==> config.mk <==
export PLATFORM = sky130hd
export DESIGN_NAME = rgb_fifo_burst_reader_flat
export DESIGN_NICKNAME = d
export VERILOG_FILES = /design/src/rtl/isp_fifo_rd_pkg.sv /design/src/rtl/rgb_fifo_burst_reader_if.sv /design/src/rtl/rd_skid_buf.sv /design/src/rtl/rgb_fifo_burst_reader.sv /design/src/flat_wrapper.sv
export SDC_FILE = /design/constraint.sdc
export NUM_CORES = 1
export LEC_CHECK = 0
export ABC_AREA = 1
export BUFFER_PORTS_ARGS = -buffer_cell sky130_fd_sc_hd__buf_2
export CAP_MARGIN = 20
export CELL_PAD_IN_SITES_DETAIL_PLACEMENT = 1
export CELL_PAD_IN_SITES_GLOBAL_PLACEMENT = 1
export CORE_MARGIN = 2
export CORE_UTILIZATION = 35
export DETAILED_ROUTE_END_ITERATION = 7
export PLACE_DENSITY_LB_ADDON = 0.1
export SLEW_MARGIN = 20
export SYNTH_ARGS = -nofsm -noshare
export SYNTH_HDL_FRONTEND = slang
export SYNTH_SLANG_ARGS = --single-unit
==> constraint.sdc <==
create_clock -name rdclk -period 4.05 [get_ports rdclk]
set_clock_uncertainty 0.05 [all_clocks]
set_input_delay 0.405 -clock rdclk [delete_from_list [all_inputs] [get_ports rdclk]]
set_output_delay 0.405 -clock rdclk [all_outputs]
set_load 0.005 [all_outputs]
==> src/rtl/isp_fifo_rd_pkg.sv <==
// Shared types and sizes for the RGB pixel FIFO read-side burst master.
// Also holds the frame address wrap helper.
package isp_fifo_rd_pkg;

    localparam int PIX_W      = 16;
    localparam int FIFO_DEPTH = 64;
    localparam int USEDW_W    = $clog2(FIFO_DEPTH);

    typedef enum logic [1:0] {
        IDLE = 2'd0,
        REQ  = 2'd1,
        XFER = 2'd2
    } rd_state_t;

    // Next burst start address; any result at or past the frame end restarts at base.
    function automatic logic [31:0] wrap_addr(input logic [31:0] addr,
                                              input logic [31:0] len,
                                              input logic [31:0] base,
                                              input logic [31:0] frame_words);
        logic [31:0] sum;
        sum = addr + len;
        return (sum >= base + frame_words) ? base : sum;
    endfunction

endpackage

==> src/rtl/rgb_fifo_burst_reader_if.sv <==
// Burst request/grant channel plus pixel stream from the FIFO reader to the
// frame-buffer writer.
interface rgb_fifo_burst_reader_if #(
    parameter int ADDR_W = 22
) ();
    import isp_fifo_rd_pkg::*;

    // burst_req is held with burst_addr/burst_len stable until a one-cycle
    // burst_gnt; a pixel moves on every cycle with out_valid && out_ready, and
    // out_data is held while out_valid is high and out_ready is low.
    logic                burst_req;
    logic [ADDR_W-1:0]   burst_addr;
    logic [5:0]          burst_len;
    logic                burst_gnt;
    logic [PIX_W-1:0]    out_data;
    logic                out_valid;
    logic                out_ready;
    logic                burst_done;

    modport master (
        output burst_req, burst_addr, burst_len, out_data, out_valid, burst_done,
        input  burst_gnt, out_ready
    );

    modport slave (
        input  burst_req, burst_addr, burst_len, out_data, out_valid, burst_done,
        output burst_gnt, out_ready
    );

endinterface

==> src/rtl/rd_skid_buf.sv <==
// Two-entry pixel queue between the FIFO read port and the output stream.
// Push and pop may happen in the same cycle; order is preserved.
module rd_skid_buf
    import isp_fifo_rd_pkg::*;
(
    input  logic             clk_i,
    input  logic             rst_i,
    input  logic             push_i,
    input  logic             pop_i,
    input  logic [PIX_W-1:0] din_i,
    output logic [1:0]       occ_o,
    output logic [PIX_W-1:0] head_o
);

    logic [PIX_W-1:0] mem_q [2];
    logic             wr_ptr_q;
    logic             rd_ptr_q;
    logic [1:0]       occ_q;
    logic [1:0]       occ_d;

    always_comb begin
        occ_d = occ_q + {1'b0, push_i} - {1'b0, pop_i};
    end

    always_ff @(posedge clk_i) begin
        if (rst_i) begin
            mem_q[0] <= '0;
            mem_q[1] <= '0;
            wr_ptr_q <= 1'b0;
            rd_ptr_q <= 1'b0;
            occ_q    <= 2'd0;
        end else begin
            if (push_i) begin
                mem_q[wr_ptr_q] <= din_i;
                wr_ptr_q        <= ~wr_ptr_q;
            end
            if (pop_i) begin
                rd_ptr_q <= ~rd_ptr_q;
            end
            occ_q <= occ_d;
        end
    end

    assign occ_o  = occ_q;
    assign head_o = mem_q[rd_ptr_q];

endmodule

==> src/rtl/rgb_fifo_burst_reader.sv <==
// Read-side burst master for the RGB pixel dual-clock FIFO (rdclk domain).
// Define FIFO_RD_STATS_EN to count FIFO-full cycles on ovf_cnt.
module rgb_fifo_burst_reader
    import isp_fifo_rd_pkg::*;
#(
    parameter int BURST_LEN   = 16,
    parameter int ADDR_W      = 22,
    parameter int BASE_ADDR   = 0,
    parameter int FRAME_WORDS = 307200
) (
    input  logic                    rdclk,
    input  logic                    aclr,
    input  logic                    frame_start,
    input  logic                    flush,
    input  logic [PIX_W-1:0]        fifo_q,
    input  logic                    fifo_rdempty,
    input  logic                    fifo_rdfull,
    input  logic [USEDW_W-1:0]      fifo_rdusedw,
    output logic                    fifo_rdreq,
    rgb_fifo_burst_reader_if.master bus,
    output logic                    busy,
    output logic [15:0]             ovf_cnt,
    output rd_state_t               dbg_state_o,
    output logic [1:0]              dbg_occ_o
);

    localparam logic [5:0] BURST_LEN_W = 6'(BURST_LEN);

    rd_state_t         state_q;
    logic [ADDR_W-1:0] addr_q;
    logic [5:0]        len_q;
    logic [5:0]        rd_left_q;
    logic [5:0]        sent_q;
    logic              rdreq_q;
    logic              flush_pend_q;
    logic              fs_pend_q;
    logic              done_q;

    logic [1:0]        occ;
    logic [PIX_W-1:0]  head;
    logic              pop;
    logic [2:0]        occ_proj;
    logic              rdreq_d;

    // A read issued now lands in the skid next cycle, so count the one in
    // flight and only read when that leaves room for this one as well.
    assign pop        = (occ != 2'd0) && bus.out_ready;
    assign occ_proj   = {1'b0, occ} + {2'b00, rdreq_q} - {2'b00, pop};
    assign rdreq_d    = (state_q == XFER) && (rd_left_q != 6'd0) && !fifo_rdempty
                        && (occ_proj <= 3'd1);
    assign fifo_rdreq = rdreq_d;

    rd_skid_buf u_skid (
        .clk_i  (rdclk),
        .rst_i  (aclr),
        .push_i (rdreq_q),
        .pop_i  (pop),
        .din_i  (fifo_q),
        .occ_o  (occ),
        .head_o (head)
    );

    always_ff @(posedge rdclk) begin
        if (aclr) begin
            state_q      <= IDLE;
            addr_q       <= ADDR_W'(BASE_ADDR);
            len_q        <= 6'd0;
            rd_left_q    <= 6'd0;
            sent_q       <= 6'd0;
            rdreq_q      <= 1'b0;
            flush_pend_q <= 1'b0;
            fs_pend_q    <= 1'b0;
            done_q       <= 1'b0;
        end else begin
            rdreq_q      <= rdreq_d;
            done_q       <= 1'b0;
            flush_pend_q <= flush_pend_q | flush;
            fs_pend_q    <= fs_pend_q | frame_start;
            case (state_q)
                IDLE: begin
                    // A pending flush drains into the old frame before the
                    // address is rewound; a new pulse in the clearing cycle survives.
                    if (flush_pend_q && (fifo_rdusedw != '0)) begin
                        len_q   <= fifo_rdusedw;
                        state_q <= REQ;
                    end else if (flush_pend_q && fifo_rdempty) begin
                        flush_pend_q <= flush;
                    end else if (fs_pend_q) begin
                        addr_q    <= ADDR_W'(BASE_ADDR);
                        fs_pend_q <= frame_start;
                    end else if (fifo_rdusedw >= BURST_LEN_W) begin
                        len_q   <= BURST_LEN_W;
                        state_q <= REQ;
                    end
                end
                REQ: begin
                    if (bus.burst_gnt) begin
                        rd_left_q <= len_q;
                        sent_q    <= 6'd0;
                        state_q   <= XFER;
                    end
                end
                XFER: begin
                    if (rdreq_d) begin
                        rd_left_q <= rd_left_q - 6'd1;
                    end
                    if (pop) begin
                        sent_q <= sent_q + 6'd1;
                        if (sent_q + 6'd1 == len_q) begin
                            done_q  <= 1'b1;
                            state_q <= IDLE;
                            addr_q  <= ADDR_W'(wrap_addr(32'(addr_q), 32'(len_q),
                                                         32'(BASE_ADDR), 32'(FRAME_WORDS)));
                        end
                    end
                end
                default: begin
                    state_q <= IDLE;
                end
            endcase
        end
    end

    assign bus.burst_req  = (state_q == REQ);
    assign bus.burst_addr = addr_q;
    assign bus.burst_len  = len_q;
    assign bus.out_data   = head;
    assign bus.out_valid  = (occ != 2'd0);
    assign bus.burst_done = done_q;
    assign busy           = (state_q != IDLE);
    assign dbg_state_o    = state_q;
    assign dbg_occ_o      = occ;

`ifdef FIFO_RD_STATS_EN
    logic [15:0] ovf_q;

    always_ff @(posedge rdclk) begin
        if (aclr || frame_start) begin
            ovf_q <= 16'h0000;
        end else if (fifo_rdfull && (ovf_q != 16'hFFFF)) begin
            ovf_q <= ovf_q + 16'd1;
        end
    end

    assign ovf_cnt = ovf_q;
`else
    logic unused_rdfull;
    assign unused_rdfull = fifo_rdfull;
    assign ovf_cnt       = 16'h0000;
`endif

endmodule
==> src/flat_wrapper.sv <==
// flat-port wrapper written by rule: the top's interface ports become plain ports
module rgb_fifo_burst_reader_flat import isp_fifo_rd_pkg::*;
#(
    parameter int BURST_LEN   = 16,
    parameter int ADDR_W      = 22,
    parameter int BASE_ADDR   = 0,
    parameter int FRAME_WORDS = 307200
)
  (rdclk, aclr, frame_start, flush, fifo_q, fifo_rdempty, fifo_rdfull, fifo_rdusedw, fifo_rdreq, busy, ovf_cnt, dbg_state_o, dbg_occ_o, bus_burst_req, bus_burst_addr, bus_burst_len, bus_out_data, bus_out_valid, bus_burst_done, bus_burst_gnt, bus_out_ready);
  rgb_fifo_burst_reader_if #(.ADDR_W(ADDR_W)) bus_i ();
  input  logic rdclk;
  input  logic aclr;
  input  logic frame_start;
  input  logic flush;
  input  logic [PIX_W-1:0] fifo_q;
  input  logic fifo_rdempty;
  input  logic fifo_rdfull;
  input  logic [USEDW_W-1:0] fifo_rdusedw;
  output logic fifo_rdreq;
  output logic busy;
  output logic [15:0] ovf_cnt;
  output rd_state_t dbg_state_o;
  output logic [1:0] dbg_occ_o;
  output wire logic [$bits(bus_i.burst_req)-1:0] bus_burst_req;
  output wire logic [$bits(bus_i.burst_addr)-1:0] bus_burst_addr;
  output wire logic [$bits(bus_i.burst_len)-1:0] bus_burst_len;
  output wire logic [$bits(bus_i.out_data)-1:0] bus_out_data;
  output wire logic [$bits(bus_i.out_valid)-1:0] bus_out_valid;
  output wire logic [$bits(bus_i.burst_done)-1:0] bus_burst_done;
  input wire logic [$bits(bus_i.burst_gnt)-1:0] bus_burst_gnt;
  input wire logic [$bits(bus_i.out_ready)-1:0] bus_out_ready;
  assign bus_burst_req = bus_i.burst_req;
  assign bus_burst_addr = bus_i.burst_addr;
  assign bus_burst_len = bus_i.burst_len;
  assign bus_out_data = bus_i.out_data;
  assign bus_out_valid = bus_i.out_valid;
  assign bus_burst_done = bus_i.burst_done;
  assign bus_i.burst_gnt = bus_burst_gnt;
  assign bus_i.out_ready = bus_out_ready;
  rgb_fifo_burst_reader #(.BURST_LEN(BURST_LEN), .ADDR_W(ADDR_W), .BASE_ADDR(BASE_ADDR), .FRAME_WORDS(FRAME_WORDS)) u_core (.rdclk(rdclk), .aclr(aclr), .frame_start(frame_start), .flush(flush), .fifo_q(fifo_q), .fifo_rdempty(fifo_rdempty), .fifo_rdfull(fifo_rdfull), .fifo_rdusedw(fifo_rdusedw), .fifo_rdreq(fifo_rdreq), .bus(bus_i), .busy(busy), .ovf_cnt(ovf_cnt), .dbg_state_o(dbg_state_o), .dbg_occ_o(dbg_occ_o));
endmodule
==> After elaboration in Yosys (flattened, before gate mapping) <==
Memories as Yosys holds them, arrays and structs flattened. A register that Yosys moved wholly into a read port is not among the register bits.
Cells that the tools add are included.
W data, S select, Z words.
{ "totals": {"reg_bits": 50, "latchBits": 0, "mem_bits_rw": 32, "mem_bits_ro": 0, "n_memories": 1} }
{ "op_classes": {"n_addsub": 7, "n_mul": 0, "div": 0, "order_cmp": 3, "eq_ne": 15, "shift": 0, "muxes": 43, "bitwise": 6, "n_reduce_logical": 22} }
{ "memory_table": {"columns": ["name", "depth", "width", "read_ports", "rd_clocked_by_memory_dff", "write_ports", "line_no", "source"], "rows": [
  ["u_core.u_skid.mem_q", 2, 16, 1, 1, 2, "rd_skid_buf.sv:15", "logic [PIX_W-1:0] mem_q [2];"]
]} }
{ "ops": {"columns": ["operator", "count"], "rows": [
  ["$mux W22", 6],
  ["$mux W6", 8],
  ["$pmux W22 S2", 1],
  ["$pmux W6 S2", 2],
  ["$add A22 B6 Y23", 1],
  ["$ge A23 B19 Y1 const B", 1],
  ["$mux W1", 17],
  ["$mux W16", 1],
  ["$reduce_or A16 Y1", 1],
  ["$mux W2", 7],
  ["$reduce_and A6 Y1", 2],
  ["$reduce_bool A6 Y1", 2],
  ["$ne A2 B2 Y1 const B", 5],
  ["$reduce_bool A2 Y1", 5],
  ["$ne A2 B1 Y1 const B", 4],
  ["$add A6 B1 Y6 const B", 1],
  ["$eq A6 B6 Y1", 1],
  ["$ge A6 B5 Y1 const B", 1],
  ["$logic_and A1 B1 Y1", 6],
  ["$pmux W2 S3", 1],
  ["$reduce_and A3 Y1", 2],
  ["$sub A6 B1 Y6 const B", 1],
  ["$not A1 Y1", 4],
  ["$reduce_and A4 Y1", 1],
  ["other kinds (14)", 15]
]} }

==> Logic depth before layout (Yosys ltp) <==
{ "depth": {"depth_word": 7, "depth_mapped": 17, "depth_no_buf": 16} }

==> Modules after synthesis <==
Synthesis repeated with hierarchy kept, for this count alone.
{ "hier_totals": {"cells_unflattened": 600, "area_unflattened_um2": 4824.6} }
{ "by_module_without_submodules": {"columns": ["mod", "n_inst", "cells_per_inst", "area_each_um2", "seq_area_each_um2"], "rows": [
  ["rgb_fifo_burst_reader", 1, 469, 3176.8, 920.9],
  ["rd_skid_buf", 1, 131, 1647.8, 1061.0]
]} }

==> Worst setup path after synthesis <==
OpenSTA, ideal clock, no wires.
{ "synth_timing": {"path_kind": "register -> register", "from": "register u_core.u_skid.occ_q[0], in the netlist u_core.u_skid.occ_o[0]", "to": "register u_core.rd_left_q[1]", "setup_time_ns": 0.126, "t_arrival_ns": 2.374, "required_time_ns": 3.874, "setup_slack_ns": 1.500, "path_stages_with_launch": 14, "n_path_buf": 0, "period_less_slack_ns": 2.550, "cell_sequence": "dfxtp_1 or2_2 nand2_1 inv_1 ha_1 inv_1 ha_1 fa_1 nor2_1 nand4_1 nand2_1 inv_1 a211oi_1 a211oi_1"} }
{ "synth_between": {"elab_chain_cells": 7, "word_cells_on_any_way": 8, "cone_classes": "add/sub: 2; order compare: 1; eq/ne: 1; reduce/logical: 4"} }
{ "synth_rtl": {"columns": ["item", "line_no", "source"], "rows": [
  ["from (decl)", "rd_skid_buf.sv:18", "logic [1:0] occ_q;"],
  ["from (signal assigned)", "rd_skid_buf.sv:31", "occ_q <= 2'd0;"],
  ["from (signal assigned)", "rd_skid_buf.sv:40", "occ_q <= occ_d;"],
  ["$reduce_bool A2 Y1", null, null],
  ["net bus_out_valid", "flat_wrapper.sv:28", "output wire logic [$bits(bus_i.out_valid)-1:0] bus_out_valid;"],
  ["$logic_and A1 B1 Y1", "rgb_fifo_burst_reader.sv:47", "assign pop = (occ != 2'd0) && bus.out_ready;"],
  ["net u_core.pop", "rgb_fifo_burst_reader.sv:41", "logic pop;"],
  ["$sub A3 B1 Y3", "rgb_fifo_burst_reader.sv:48", "assign occ_proj = {1'b0, occ} + {2'b00, rdreq_q} - {2'b00, pop};"],
  ["net u_core.occ_proj[1]", "rgb_fifo_burst_reader.sv:42", "logic [2:0] occ_proj;"],
  ["$le A3 B1 Y1", "rgb_fifo_burst_reader.sv:50", "&& (occ_proj <= 3'd1);"],
  ["$logic_and A1 B1 Y1", "rgb_fifo_burst_reader.sv:50", null],
  ["$ne A2 B2 Y1 (no source line)", null, null],
  ["$reduce_and A3 Y1 (no source line)", null, null],
  ["to (signal assigned)", "rgb_fifo_burst_reader.sv:98", "rd_left_q <= len_q;"],
  ["to (signal assigned)", "rgb_fifo_burst_reader.sv:105", "rd_left_q <= rd_left_q - 6'd1;"],
  ["to (decl)", "rgb_fifo_burst_reader.sv:32", "logic [5:0] rd_left_q;"]
]} }
The timed path passes the listed nets, and every way through them passes these cells.
A chain may end at the register's enable or synchronous reset.

==> Worst setup path after layout <==
{ "layout_timing": {"from": "register u_core.u_skid.occ_q[0], in the netlist u_core.u_skid.occ_o[0]", "to": "output port fifo_rdreq"} }
{ "layout_between": {"elab_chain_cells": 5, "word_cells_on_any_way": 6, "cone_classes": "add/sub: 2; order compare: 1; reduce/logical: 3"} }
{ "layout_rtl": {"columns": ["item", "line_no", "source"], "rows": [
  ["$reduce_bool A2 Y1", "rgb_fifo_burst_reader.sv:47", null],
  ["$logic_and A1 B1 Y1", "rgb_fifo_burst_reader.sv:47", null],
  ["net u_core.pop", "rgb_fifo_burst_reader.sv:41", null],
  ["$sub A3 B1 Y3", "rgb_fifo_burst_reader.sv:48", null],
  ["net u_core.occ_proj[1]", "rgb_fifo_burst_reader.sv:42", null],
  ["$le A3 B1 Y1", "rgb_fifo_burst_reader.sv:50", null],
  ["$logic_and A1 B1 Y1", "rgb_fifo_burst_reader.sv:50", null],
  ["to (decl)", "flat_wrapper.sv:19", "output logic fifo_rdreq;"]
]} }
The timed path passes the listed nets, and every way through them passes these cells.

==> results by stage <==
Worst setup path:
- The critical path in this run is classified as register to output pin.
- The critical path ends at fifo_rdreq.
- For flop-to-flop paths, the worst setup slack is 1.00 ns.
- The critical path's top delay family is adder cells.
- For this design, the slowest cell found on the critical path is sky130_fd_sc_hd__fa_1.
- Tracing the worst setup path back leads to its startpoint at u_core.u_skid.occ_o[0].
- The total buffers and inverters traversed by the critical path is 4.
- The worst setup path is launched from a register.
- In this run the worst path has a maximum fanout of 4.
- The largest single stage delay on the critical path is 0.46 ns.
- Traced cell by cell, the critical path runs through or2_2, nand2_1, inv_1, ha_1, inv_1, ha_1, fa_1, nor2_1, nand4_1, inv_1, buf_2.
- The depth of the worst register-to-register path is 12.
- Counting buffers and inverters, the worst setup path is 11 cells deep.
- The required arrival time at the worst endpoint is 3.60 ns.
- The worst setup path is captured at an output pin.
- The worst register-to-register path ends at u_core.bus.burst_addr[4].
- The critical path arrival is 2.67 ns.
- The startpoint identified for the worst register-to-register timing path is u_core.bus.burst_len[0].
- In this design, the critical path's most frequently occurring cell is sky130_fd_sc_hd__inv_1.

Floorplan:
- The die area is 15,500 um^2.
- The chip width is 124 um.
- The area inside the core boundary is 14,400 um^2.
- For this configuration, the core starts out at a cell density of 35.4%.
- The number of standard-cell rows in the floorplan is 44.
- The count of pins on the block boundary is 99.
- From bottom edge to top edge, the die measures 124 um.

Yosys:
- For this run, the leading register cell type out of synthesis is sky130_fd_sc_hd__dfxtp_1.
- The share of the Yosys chip area taken by registers is 39.0%.
- After technology mapping, the gate count stands at 666.
- The number of flops mapped to enable cells by yosys is 32.
- The cell type with the highest aggregate area in the netlist is sky130_fd_sc_hd__dfxtp_1.
- Sorting the synthesized cells by area gives the leading types as sky130_fd_sc_hd__dfxtp_1 (20%), sky130_fd_sc_hd__edfxtp_1 (19%), sky130_fd_sc_hd__nand2_1 (10%).
- During synthesis, Yosys emitted a total of 0 warnings.
- The number of library cell types mapped by synthesis is 42.
- In this run the cell area of the synthesized design comes to 5080 um^2.
- The total of flip-flops plus latches after synthesis is 83.
- Summed over its instances, the top area cell type makes up 20.1% of the synthesized netlist area.
- The average cell area after synthesis is 7.63 um^2.
- Of all flip-flops after synthesis, the portion carrying an async set or reset was 0%.

Place:
- The number of input and output port buffers inserted is 81.
- The detailed placer's ending HPWL is 10,300 um.
- The last weighted congestion value of the routability-driven placer is 0.836.
- Once placement finished, the instance area stood at 5540 um^2.

Layout:
- The final non-filler cell area is 5840 um^2.
- The top cell types in the final layout, fill and taps aside, are sky130_fd_sc_hd__nand2_1 (140), sky130_fd_sc_hd__inv_1 (90), sky130_fd_sc_hd__nor2_1 (89).
- From synthesis to final layout, the design area changed by 15.0%.
- 0 antenna diodes ended up in the layout.
- The number of nets at the end of the flow is 787.
- The most common cell after layout, fill and taps aside is sky130_fd_sc_hd__nand2_1.
- The fraction of layout instances using a drive strength above 1 is 22.4%.

Route:
- For this block, the routed nets add up to 14,000 um of wire.
- The via density per instance is 4.88.
- For this run, the detailed router's first-pass iteration total came to 4.
- After detailed routing, the number of remaining DRC violations is 0.
- The average wire per cell in the routed design is 15.0 um.
- For this block, the initial DRC count from the detailed router was 203.
- The total number of vias is 4,556.
- In this run the remaining antenna-violating nets after routing total 0.

Power and ir drop:
- The worst-case IR drop observed on VDD is 0.170 mV.
- The power density normalized to cell area is 383 nW/um^2.
- For this design the static power due to leakage is 0.00266 uW.

Clock tree:
- The number of buffers inserted to repair setup after CTS is 0.
- TritonCTS built the clock tree.
- The buffer type at the clock tree root is sky130_fd_sc_hd__clkbuf_16.
- Clock tree synthesis inserted a total of 9 buffers.
- The H-tree generated during clock tree synthesis spans 3 levels.
- The clock passes through at most 2 buffers.
- The count of instances resized after the clock tree is built is 0.
- Clock-pin slew was measured on the worst setup and hold paths at 0.07 ns.
- In this run, post-CTS hold repair placed 0 buffers.
- The clock reaches the later pin of the worst-skew pair after 0.35 ns.
- The tree built by TritonCTS fans out to 83 sinks.

Timing:
- The max-slew violation count came to 0.
- Summed over all failing endpoints, the final setup total negative slack is 0 ns.
- The fmax is 320 MHz.
- The worst hold slack after final layout is 0.249 ns.
- The minimum clock period after layout is 3.12 ns.
- The final count of hold timing violations is 0.
- The slew of the pin with the lowest slew margin is 1.02 ns.
- In this run the tightest slew margin relative to its limit is 31.6%.
- The setup violation total in the final timing report is 0.
- Setup repair after global routing left no endpoint under its margin.
- After layout, the worst path uses 77.1% of the clock period.

Global route:
- The initial antenna violation count was 0.
- The total grt overflow is 0.
- Entering global routing, the biggest net connects 38 pins.
- The global-route wire length before repair is 23,400 um.
- In the global route stage, overall resource usage came out at 18.6%.
- The number of global-route vias before repair is 4,701.

Flow run:
- Across the run, the number of max-cap violations was 0.

Status:
- The flow ran to the end, and the final reports show no timing, DRC or antenna violations.

Worst hold path:
- The class of the tightest hold or removal check is input port to register.
[through the flow]
stage,std cells,worst slack (ns),total power (uW),util [%]
2_1_floorplan,681,1.50,1250,-
3_3_place_gp,917,1.08,1380,38.5
3_5_place_dp,917,0.999,1390,38.5
4_1_cts,933,0.877,2270,40.7
5_1_grt,933,0.691,2360,40.7
6_report,933,0.928,2240,40.7
[worst min-delay path by stage]
stage	from	endpoint	slack, ns	cells after the start
after global placement	u_core.u_skid.rd_ptr_q	u_core.u_skid.rd_ptr_q	0.39	1
after detailed placement	u_core.u_skid.rd_ptr_q	u_core.u_skid.rd_ptr_q	0.41	1
final	frame_start	u_core.fs_pend_q	0.25	3
after CTS	frame_start	u_core.fs_pend_q	0.24	3
after floorplan	u_core.u_skid.rd_ptr_q	register	0.38	1
after global routing	frame_start	u_core.fs_pend_q	0.26	3
[sequential cells by signal, summed over array words and instances (netlist names), 2 cells and up, named ones only]
signal and cells:
u_core.dbg_state_o 2, u_core.u_skid.mem_q 32, u_core.bus.burst_addr 22, u_core.rd_left_q 6, u_core.bus.burst_len 6, u_core.u_skid.occ_o 2, u_core.sent_q 6
[worst register-to-register path, cell delays in order, from the launching register on]
cell	delay, ns
sky130_fd_sc_hd__dfxtp_1	0.40
sky130_fd_sc_hd__ha_1	0.33
sky130_fd_sc_hd__fa_1	0.48
sky130_fd_sc_hd__nand3_1	0.10
sky130_fd_sc_hd__nand3_1	0.19
sky130_fd_sc_hd__nand2_1	0.14
sky130_fd_sc_hd__nand2_1	0.15
sky130_fd_sc_hd__nand3b_1	0.17
sky130_fd_sc_hd__nand4_1	0.16
sky130_fd_sc_hd__nor2_2	0.20
sky130_fd_sc_hd__nand3_4	0.30
sky130_fd_sc_hd__nand3_1	0.18
sky130_fd_sc_hd__a21oi_1	0.07
[per-layer routing]
layer	vias to the layer above	wire, um	GRT usage, %
li1	2279	-	-
met1	2192	6550	23.6
met2	71	6900	32.4
met3	14	353	2.49
met4	0	206	6.54
met5	-	0	0
[logic make-up (layout without fill, tap and decap cells)]
group           after synthesis  after routing  share of synthesized area, %
fa+ha+maj                    13             13                          3.50
other cells                   1             16                        0.0738
compound gates               71             71                          8.42
buf+inv                     128            196                          12.1
xor+xnor                     13             13                          2.24
simple gates                341            341                          31.2
flops                        83             83                          39.0
mux                          16             16                          3.55
[synth_stat cells (2+ instances only)]
cell type and n:
sky130_fd_sc_hd__nor2_4 3, sky130_fd_sc_hd__nand3_2 10, sky130_fd_sc_hd__buf_6 2, sky130_fd_sc_hd__ha_1 11, sky130_fd_sc_hd__nand4_1 9, sky130_fd_sc_hd__xnor2_1 10, sky130_fd_sc_hd__nor3_1 4, sky130_fd_sc_hd__o22ai_1 2
sky130_fd_sc_hd__inv_2 5, sky130_fd_sc_hd__o32ai_1 2, sky130_fd_sc_hd__nor2_1 89, sky130_fd_sc_hd__o21ai_0 18, sky130_fd_sc_hd__nand2_2 13, sky130_fd_sc_hd__fa_1 2, sky130_fd_sc_hd__edfxtp_1 32, sky130_fd_sc_hd__buf_4 16
sky130_fd_sc_hd__nand2_1 140, sky130_fd_sc_hd__inv_1 90, sky130_fd_sc_hd__a31oi_1 3, sky130_fd_sc_hd__clkbuf_1 5, sky130_fd_sc_hd__clkinv_1 3, sky130_fd_sc_hd__clkbuf_8 4, sky130_fd_sc_hd__mux2_2 16, sky130_fd_sc_hd__a211oi_1 3
sky130_fd_sc_hd__a21oi_2 12, sky130_fd_sc_hd__nand3_1 57, sky130_fd_sc_hd__a21oi_1 29, sky130_fd_sc_hd__xor2_1 3, sky130_fd_sc_hd__nand3b_1 5, sky130_fd_sc_hd__nor2_2 6, sky130_fd_sc_hd__dfxtp_1 51
[cell type report]
type | instances | area (um^2)
Timing Repair Buffer | 82 | 413
Multi-Input combinational cell | 470 | 2540
Clock buffer | 9 | 225
Inverter | 98 | 368
Fill cell | 1821 | 8530
Tap cell | 184 | 230
Clock inverter | 7 | 81.3
Sequential cell | 83 | 1980
[power by group]
group	total, uW	switching (uW)	internal [uW]
combinational	392	215	178
clock	874	384	489
sequential	970	58.2	912
No activity file was read; power rests on OpenSTA's default activity.
